==> src/rtl/relu_writer_pkg.sv <==
// Shared definitions for the layer-0 ReLU write-back stage: data width,
// memory-select codes and the write-back FSM state encodings.
package relu_writer_pkg;

  localparam int INTERNAL_BITS = 32;

  localparam logic [2:0] MEM_SEL_NONE = 3'b000;
  localparam logic [2:0] MEM_SEL_L0   = 3'b001;
  localparam logic [2:0] MEM_SEL_L1   = 3'b010;
  localparam logic [2:0] MEM_SEL_L2   = 3'b100;

  typedef enum logic [1:0] {
    ST_IDLE  = 2'd0,
    ST_RUN   = 2'd1,
    ST_FLUSH = 2'd2,
    ST_DONE  = 2'd3
  } wr_state_t;

endpackage

==> src/rtl/relu_writer_stage.sv <==
// Building blocks of the write-back stage: the combinational ReLU and the
// 2-entry buffer that absorbs memory stalls.
module Relu #(
  parameter int DATA_W = 32
) (
  input  logic [DATA_W-1:0] din,
  output logic [DATA_W-1:0] dout
);

  // Negative values (sign bit set) clamp to zero; everything else passes through.
  assign dout = din[DATA_W-1] ? '0 : din;

endmodule

module skid_fifo2 #(
  parameter int DATA_W = 32
) (
  input  logic              clk,
  input  logic              reset,
  input  logic              push,
  input  logic [DATA_W-1:0] push_data,
  input  logic              pop,
  output logic [DATA_W-1:0] head,
  output logic              empty,
  output logic [1:0]        count_next
);

  logic [DATA_W-1:0] entry [2];
  logic              wr_ptr;
  logic              rd_ptr;
  logic [1:0]        count;
  logic              do_push;
  logic              do_pop;

  // A push into a full buffer is only legal when the head leaves in the same cycle.
  assign do_pop  = pop && (count != 2'd0);
  assign do_push = push && ((count != 2'd2) || do_pop);

  always_comb begin
    count_next = count;
    case ({do_push, do_pop})
      2'b10:   count_next = count + 2'd1;
      2'b01:   count_next = count - 2'd1;
      default: count_next = count;
    endcase
  end

  always_ff @(posedge clk or negedge reset) begin
    if (!reset) begin
      entry[0] <= '0;
      entry[1] <= '0;
      wr_ptr   <= 1'b0;
      rd_ptr   <= 1'b0;
      count    <= 2'd0;
    end else begin
      if (do_push) begin
        entry[wr_ptr] <= push_data;
        wr_ptr        <= ~wr_ptr;
      end
      if (do_pop) begin
        rd_ptr <= ~rd_ptr;
      end
      count <= count_next;
    end
  end

  assign head  = entry[rd_ptr];
  assign empty = (count == 2'd0);

endmodule

==> src/rtl/relu_writer.sv <==
// Streaming ReLU write-back: accepts accumulator results, activates them and
// writes one frame into the layer result memory in raster order.
module relu_writer
  import relu_writer_pkg::*;
#(
  parameter int         DATA_W  = INTERNAL_BITS,
  parameter int         IMG_W   = 64,
  parameter int         IMG_H   = 64,
  parameter int         ADDR_W  = 12,
  parameter logic [2:0] MEM_SEL = MEM_SEL_L0
) (
  input  logic              clk,
  input  logic              reset,
  input  logic              start,
  input  logic              in_valid,
  input  logic [DATA_W-1:0] in_data,
  output logic              in_ready,
  input  logic              mem_stall,
  output logic              mem_we,
  output logic [ADDR_W-1:0] mem_addr,
  output logic [DATA_W-1:0] mem_data,
  output logic [2:0]        mem_sel,
  output logic              busy,
  output logic              done
);

  localparam int                TOTAL     = IMG_W * IMG_H;
  localparam int                CNT_W     = $clog2(TOTAL + 1);
  localparam logic [CNT_W-1:0]  TOTAL_C   = CNT_W'(TOTAL);
  localparam logic [ADDR_W-1:0] LAST_ADDR = ADDR_W'(TOTAL - 1);

  wr_state_t         state;
  wr_state_t         state_next;
  logic [CNT_W-1:0]  acc_cnt;
  logic [CNT_W-1:0]  acc_next;
  logic [ADDR_W-1:0] pix_cnt;
  logic              ready_next;

  logic              push;
  logic              issue;
  logic              last_issue;
  logic              start_ok;
  logic              fifo_push;
  logic              fifo_pop;
  logic              fifo_empty;
  logic [1:0]        fifo_count_next;
  logic [DATA_W-1:0] fifo_head;
  logic [DATA_W-1:0] relu_data;
  logic [DATA_W-1:0] wr_data;

  Relu #(.DATA_W(DATA_W)) u_relu (
    .din  (in_data),
    .dout (relu_data)
  );

  // When the buffer is empty the incoming value goes straight to memory, so an
  // unstalled stream sees one-cycle latency and never occupies the buffer.
  assign push       = in_valid && in_ready;
  assign start_ok   = start && ((state == ST_IDLE) || (state == ST_DONE));
  assign issue      = (state == ST_RUN) && !mem_stall && (!fifo_empty || push);
  assign last_issue = issue && (pix_cnt == LAST_ADDR);
  assign fifo_pop   = issue && !fifo_empty;
  assign fifo_push  = push && !(issue && fifo_empty);
  assign wr_data    = fifo_empty ? relu_data : fifo_head;

  skid_fifo2 #(.DATA_W(DATA_W)) u_fifo (
    .clk        (clk),
    .reset      (reset),
    .push       (fifo_push),
    .push_data  (relu_data),
    .pop        (fifo_pop),
    .head       (fifo_head),
    .empty      (fifo_empty),
    .count_next (fifo_count_next)
  );

  always_ff @(posedge clk or negedge reset) begin
    if (!reset) begin
      state <= ST_IDLE;
    end else begin
      state <= state_next;
    end
  end

  always_comb begin
    state_next = state;
    case (state)
      ST_IDLE:  if (start) state_next = ST_RUN;
      ST_RUN:   if (last_issue) state_next = ST_FLUSH;
      ST_FLUSH: state_next = ST_DONE;
      ST_DONE:  if (start) state_next = ST_RUN;
      default:  state_next = ST_IDLE;
    endcase
  end

  // in_ready is registered, so it looks ahead at next-cycle occupancy and count.
  always_comb begin
    acc_next = acc_cnt;
    if (start_ok) begin
      acc_next = '0;
    end else if (push) begin
      acc_next = acc_cnt + CNT_W'(1);
    end
    ready_next = (state_next == ST_RUN) && (fifo_count_next < 2'd2) && (acc_next < TOTAL_C);
  end

  always_ff @(posedge clk or negedge reset) begin
    if (!reset) begin
      acc_cnt  <= '0;
      pix_cnt  <= '0;
      in_ready <= 1'b0;
      mem_we   <= 1'b0;
      mem_addr <= '0;
      mem_data <= '0;
      mem_sel  <= 3'b000;
      busy     <= 1'b0;
      done     <= 1'b0;
    end else begin
      acc_cnt  <= acc_next;
      in_ready <= ready_next;
      if (start_ok) begin
        pix_cnt <= '0;
      end else if (issue && (pix_cnt != LAST_ADDR)) begin
        pix_cnt <= pix_cnt + 1'b1;
      end
      mem_we  <= issue;
      mem_sel <= issue ? MEM_SEL : 3'b000;
      if (issue) begin
        mem_addr <= pix_cnt;
        mem_data <= wr_data;
      end
      busy <= (state_next == ST_RUN) || (state_next == ST_FLUSH);
      done <= (state == ST_FLUSH);
    end
  end

endmodule

==> config.mk <==
export PLATFORM = sky130hd
export DESIGN_NAME = relu_writer
export DESIGN_NICKNAME = d
export VERILOG_FILES = /design/src/rtl/relu_writer_pkg.sv /design/src/rtl/relu_writer_stage.sv /design/src/rtl/relu_writer.sv
export SDC_FILE = /design/constraint.sdc
export NUM_CORES = 1
export LEC_CHECK = 0
export ABC_AREA = 1
export ABC_CLOCK_PERIOD_IN_PS = 6200
export BUFFER_PORTS_ARGS = -buffer_cell sky130_fd_sc_hd__buf_4
export CORE_ASPECT_RATIO = 0.5
export CORE_MARGIN = 2
export CORE_UTILIZATION = 50
export CTS_CLUSTER_SIZE = 30
export DETAILED_ROUTE_END_ITERATION = 10
export PLACE_DENSITY = 0.77
export SYNTH_ARGS = -nofsm -noshare
export SYNTH_HDL_FRONTEND = slang
export SYNTH_HIERARCHICAL = 1
export SYNTH_SLANG_ARGS = --single-unit
==> constraint.sdc <==
create_clock -name clk -period 6.2 [get_ports clk]
set_clock_uncertainty 0.05 [all_clocks]
set_input_delay 0.31 -clock clk [delete_from_list [all_inputs] [get_ports clk]]
set_output_delay 0.31 -clock clk [all_outputs]
set_load 0.02 [all_outputs]
==> summary.txt <==
Status
  • Status: completed

Yosys
  • Share of flip-flops with an asynchronous set or reset: 100%
  • Yosys top cell by area: dfrtp_1
  • Top_reg_cell synth: dfrtp_1
  • Number of synthesized register bits: roughly 140
  • Yosys warning count: 6
  • Post-synthesis instance total: 912
  • Syn avg cell area: 7.77 µm²
  • Cell Area, Synth: 7090 µm²
  • EDFF count, synth: 0
  • Post-synthesis sequential area ratio: 50.5%
  • Top cell type's share of synthesized area: 50.5%
  • Synth top area cells: dfrtp_1 (50%), nand2_1 (15%), o21ai_0 (8.2%)
  • Cell variety after synth: 30

Power and ir drop
  • VDD IR max: 0.000371 V
  • Static Leak: 4.24 nW
  • PwrDens: 468 nW/µm²

Finish
  • Fin area: 8350 µm²
  • Fin util: 60.9%
  • Synth-to-Final Area Change: 17.7%
  • Final net count: 1020
  • Fin cells: 1180
  • Most frequent cells in the layout: nand2_1 (291), dfrtp_1 (143), inv_1 (137), o21ai_0 (116), buf_4 (88)
  • ANT cells: 0
  • Commonest non-fill, non-tap cell in the layout: nand2_1
  • Layout cell share with drive strength beyond 1: between 10% and 20%

Global route
  • Vias in the first global route: around 5.8k
  • Pin count of the biggest net entering global routing: 85
  • GR Overflow Total: 0
  • Initial antenna violation count: 0
  • Total track usage: approximately 22%
  • First-pass GRT wire length: 25900 µm

Detailed routing
  • Vias per cell: approximately 5
  • WL/cell: 12.9 µm
  • Initial DRT Pass Iterations: 5
  • Drt total wl: around 15000 µm
  • Final routed DRC violation total: 0
  • DRT antenna net count: 0
  • Total number of vias: 5895
  • 1st-iter DRT viols: 462

Worst setup path
  • CP max stage delay: 0.89 ns
  • Crit path buf inv count: 3
  • Crit Path Class: reg2reg
  • Crit path capture type: flip-flop
  • Worst path top cell family by delay: simple AND/OR/NAND/NOR gates
  • Crit path cell chain: inv_2 -> nand2_1 -> inv_2 -> a21oi_4 -> nand2_1 -> nand2_1 -> inv_1 -> nand3_2 -> o21ai_0
  • Worst Path Arrival: 3.71 ns
  • CP most frequent cell: nand2_1
  • Startpoint Class: flip-flop
  • CP max stage cell: nand3_2
  • Worst Path Required: 6.43 ns
  • Crit path max fanout: 67

Hold path
  • Hold crit path type: in2reg

STA
  • Final Hold Viols: 0
  • Fmax: 287 MHz
  • Final Cycle Share: between 50% and 60%
  • Worst slew margin: 22.5%
  • TNS Setup: 0 ns
  • Finish-stage setup viols: 0
  • Worst-Margin Slew: 1.16 ns
  • Final slew viol count: 0
  • Tmin final: 3.48 ns
  • RSZ-0062 raised after global routing: no

Clocking
  • CTS resizes: 0
  • H-tree levels: 4
  • CTS tree: yes
  • Clk buf depth: 2
  • Clk_lat worst skew: 0.41 ns
  • CTS buffer count: 17
  • CTS Sinks: 143
  • Root buf cell: clkbuf_16
  • Reg clk slew, reported paths: 0.06 ns

Floorplanning
  • Ports: 88
  • Chip height: 88.2 µm
  • Die Width: 172 µm
  • Starting Density: between 50 and 60%
  • Rows: 30
  • Die area: 15200 µm²
  • Core Area: 13700 µm²

Placement
  • PortBufs: 85
  • Dpl hpwl: 9600 µm
  • Placed Instance Area: roughly 7700 µm²
  • Post-Place Cells: 1149
  • Gp weighted congestion: between 0.8 and 0.9

Flow run
  • Max Cap Viol: 0
-- worst min-delay path: stages --
cell and delay [ns]:
buf_4 0.13, nand3_1 0.09, a21oi_1 0.07
-- layout make-up --
| class | count | area, µm² |
|---|---|---|
| Clock buffer | 20 | 447 |
| Tap cell | 192 | 240 |
| Fill cell | 1198 | 5350 |
| Timing Repair Buffer | 90 | 682 |
| Multi-Input combinational cell | 583 | 2700 |
| Sequential cell | 143 | 3580 |
| Clock inverter | 10 | 163 |
| Inverter | 142 | 533 |
-- timing repair --
action,CTS,global route
hold buffers,1,0
endpoints found under the hold margin,59,0
buffers inserted,0,0
-- power breakdown --
part,total (W),switching (W),internal [W]
registers,0.00144,0.000189,0.00125
clock network,0.00106,0.000381,0.000680
logic,0.00141,0.000908,0.000499
total,0.00391,0.00148,0.00243
-- synthesized netlist by cell type (2+ instances only) --
master    instances
a21oi_1          14
buf_2             9
buf_4             4
buf_6            11
clkbuf_1         21
conb_1            2
dfrtp_1         143
ha_1              6
inv_1           138
inv_2             3
nand2_1         291
nand2_2           2
nand2_4           2
nand3_1          16
nand3_2           2
nand4_1          11
nor2_1           61
nor2_2            2
nor3_1            2
o21ai_0         116
o21ai_1          20
o21ai_2          27
xor2_1            2
-- path summary, 6_finish.rpt --
check	start	end	slack (ns)	cells after the start
max	u_fifo/count[0]	u_fifo/entry[25]	2.72	9
min	in_valid	acc_cnt[2]	0.18	3
max reg2reg	u_fifo/count[0]	u_fifo/entry[25]	2.72	9
min reg2reg	u_fifo/entry[56]	u_fifo/entry[56]	0.43	2
max in group asynchronous	reset	pix_cnt[9]	4.25	3
min in group asynchronous	reset	u_fifo/entry[41]	0.39	2
-- state kept, by name, summed over array words and instances (netlist names) --
name and cells:
busy 1, u_fifo/count 2, u_fifo/rd_ptr 1, mem_sel 1, mem_addr 12, pix_cnt 12
mem_data 32, u_fifo/wr_ptr 1, in_ready 1, done 1, acc_cnt 13, state 2
u_fifo/entry 64
-- per-layer routing --
layer / wire length [µm] / GRT usage [%] / part of all wire (%)
met1: 7070 / 27.4 / 46
met2: 7290 / 37.4 / 48
met3: 652 / 4.29 / 4.3
met4: 204 / 7.56 / 1.3
met5: 0 / 0 / 0
-- per-stage QoR --
step	worst slack, ns	power (W)	hold WS [ns]
5_1_grt	2.37	0.00419	0.198
3_5_place_dp	2.75	0.00285	0.276
4_1_cts	2.72	0.00393	0.171
2_1_floorplan	4.06	0.00244	-0.0356
3_3_place_gp	2.93	0.00279	0.268
6_report	2.72	0.00391	0.184
-- logic make-up (layout without fill, tap and decap cells) --
logic type,Yosys count,after routing,share of synthesized area (%)
xor+xnor,2,2,0.247
other cells,2,3,0.106
buf+inv,187,262,11.4
flops,143,143,50.5
fa+ha+maj,6,6,1.06
compound gates,181,181,14.5
simple gates,391,391,22.2
Power figures use the tool's default switching activity.
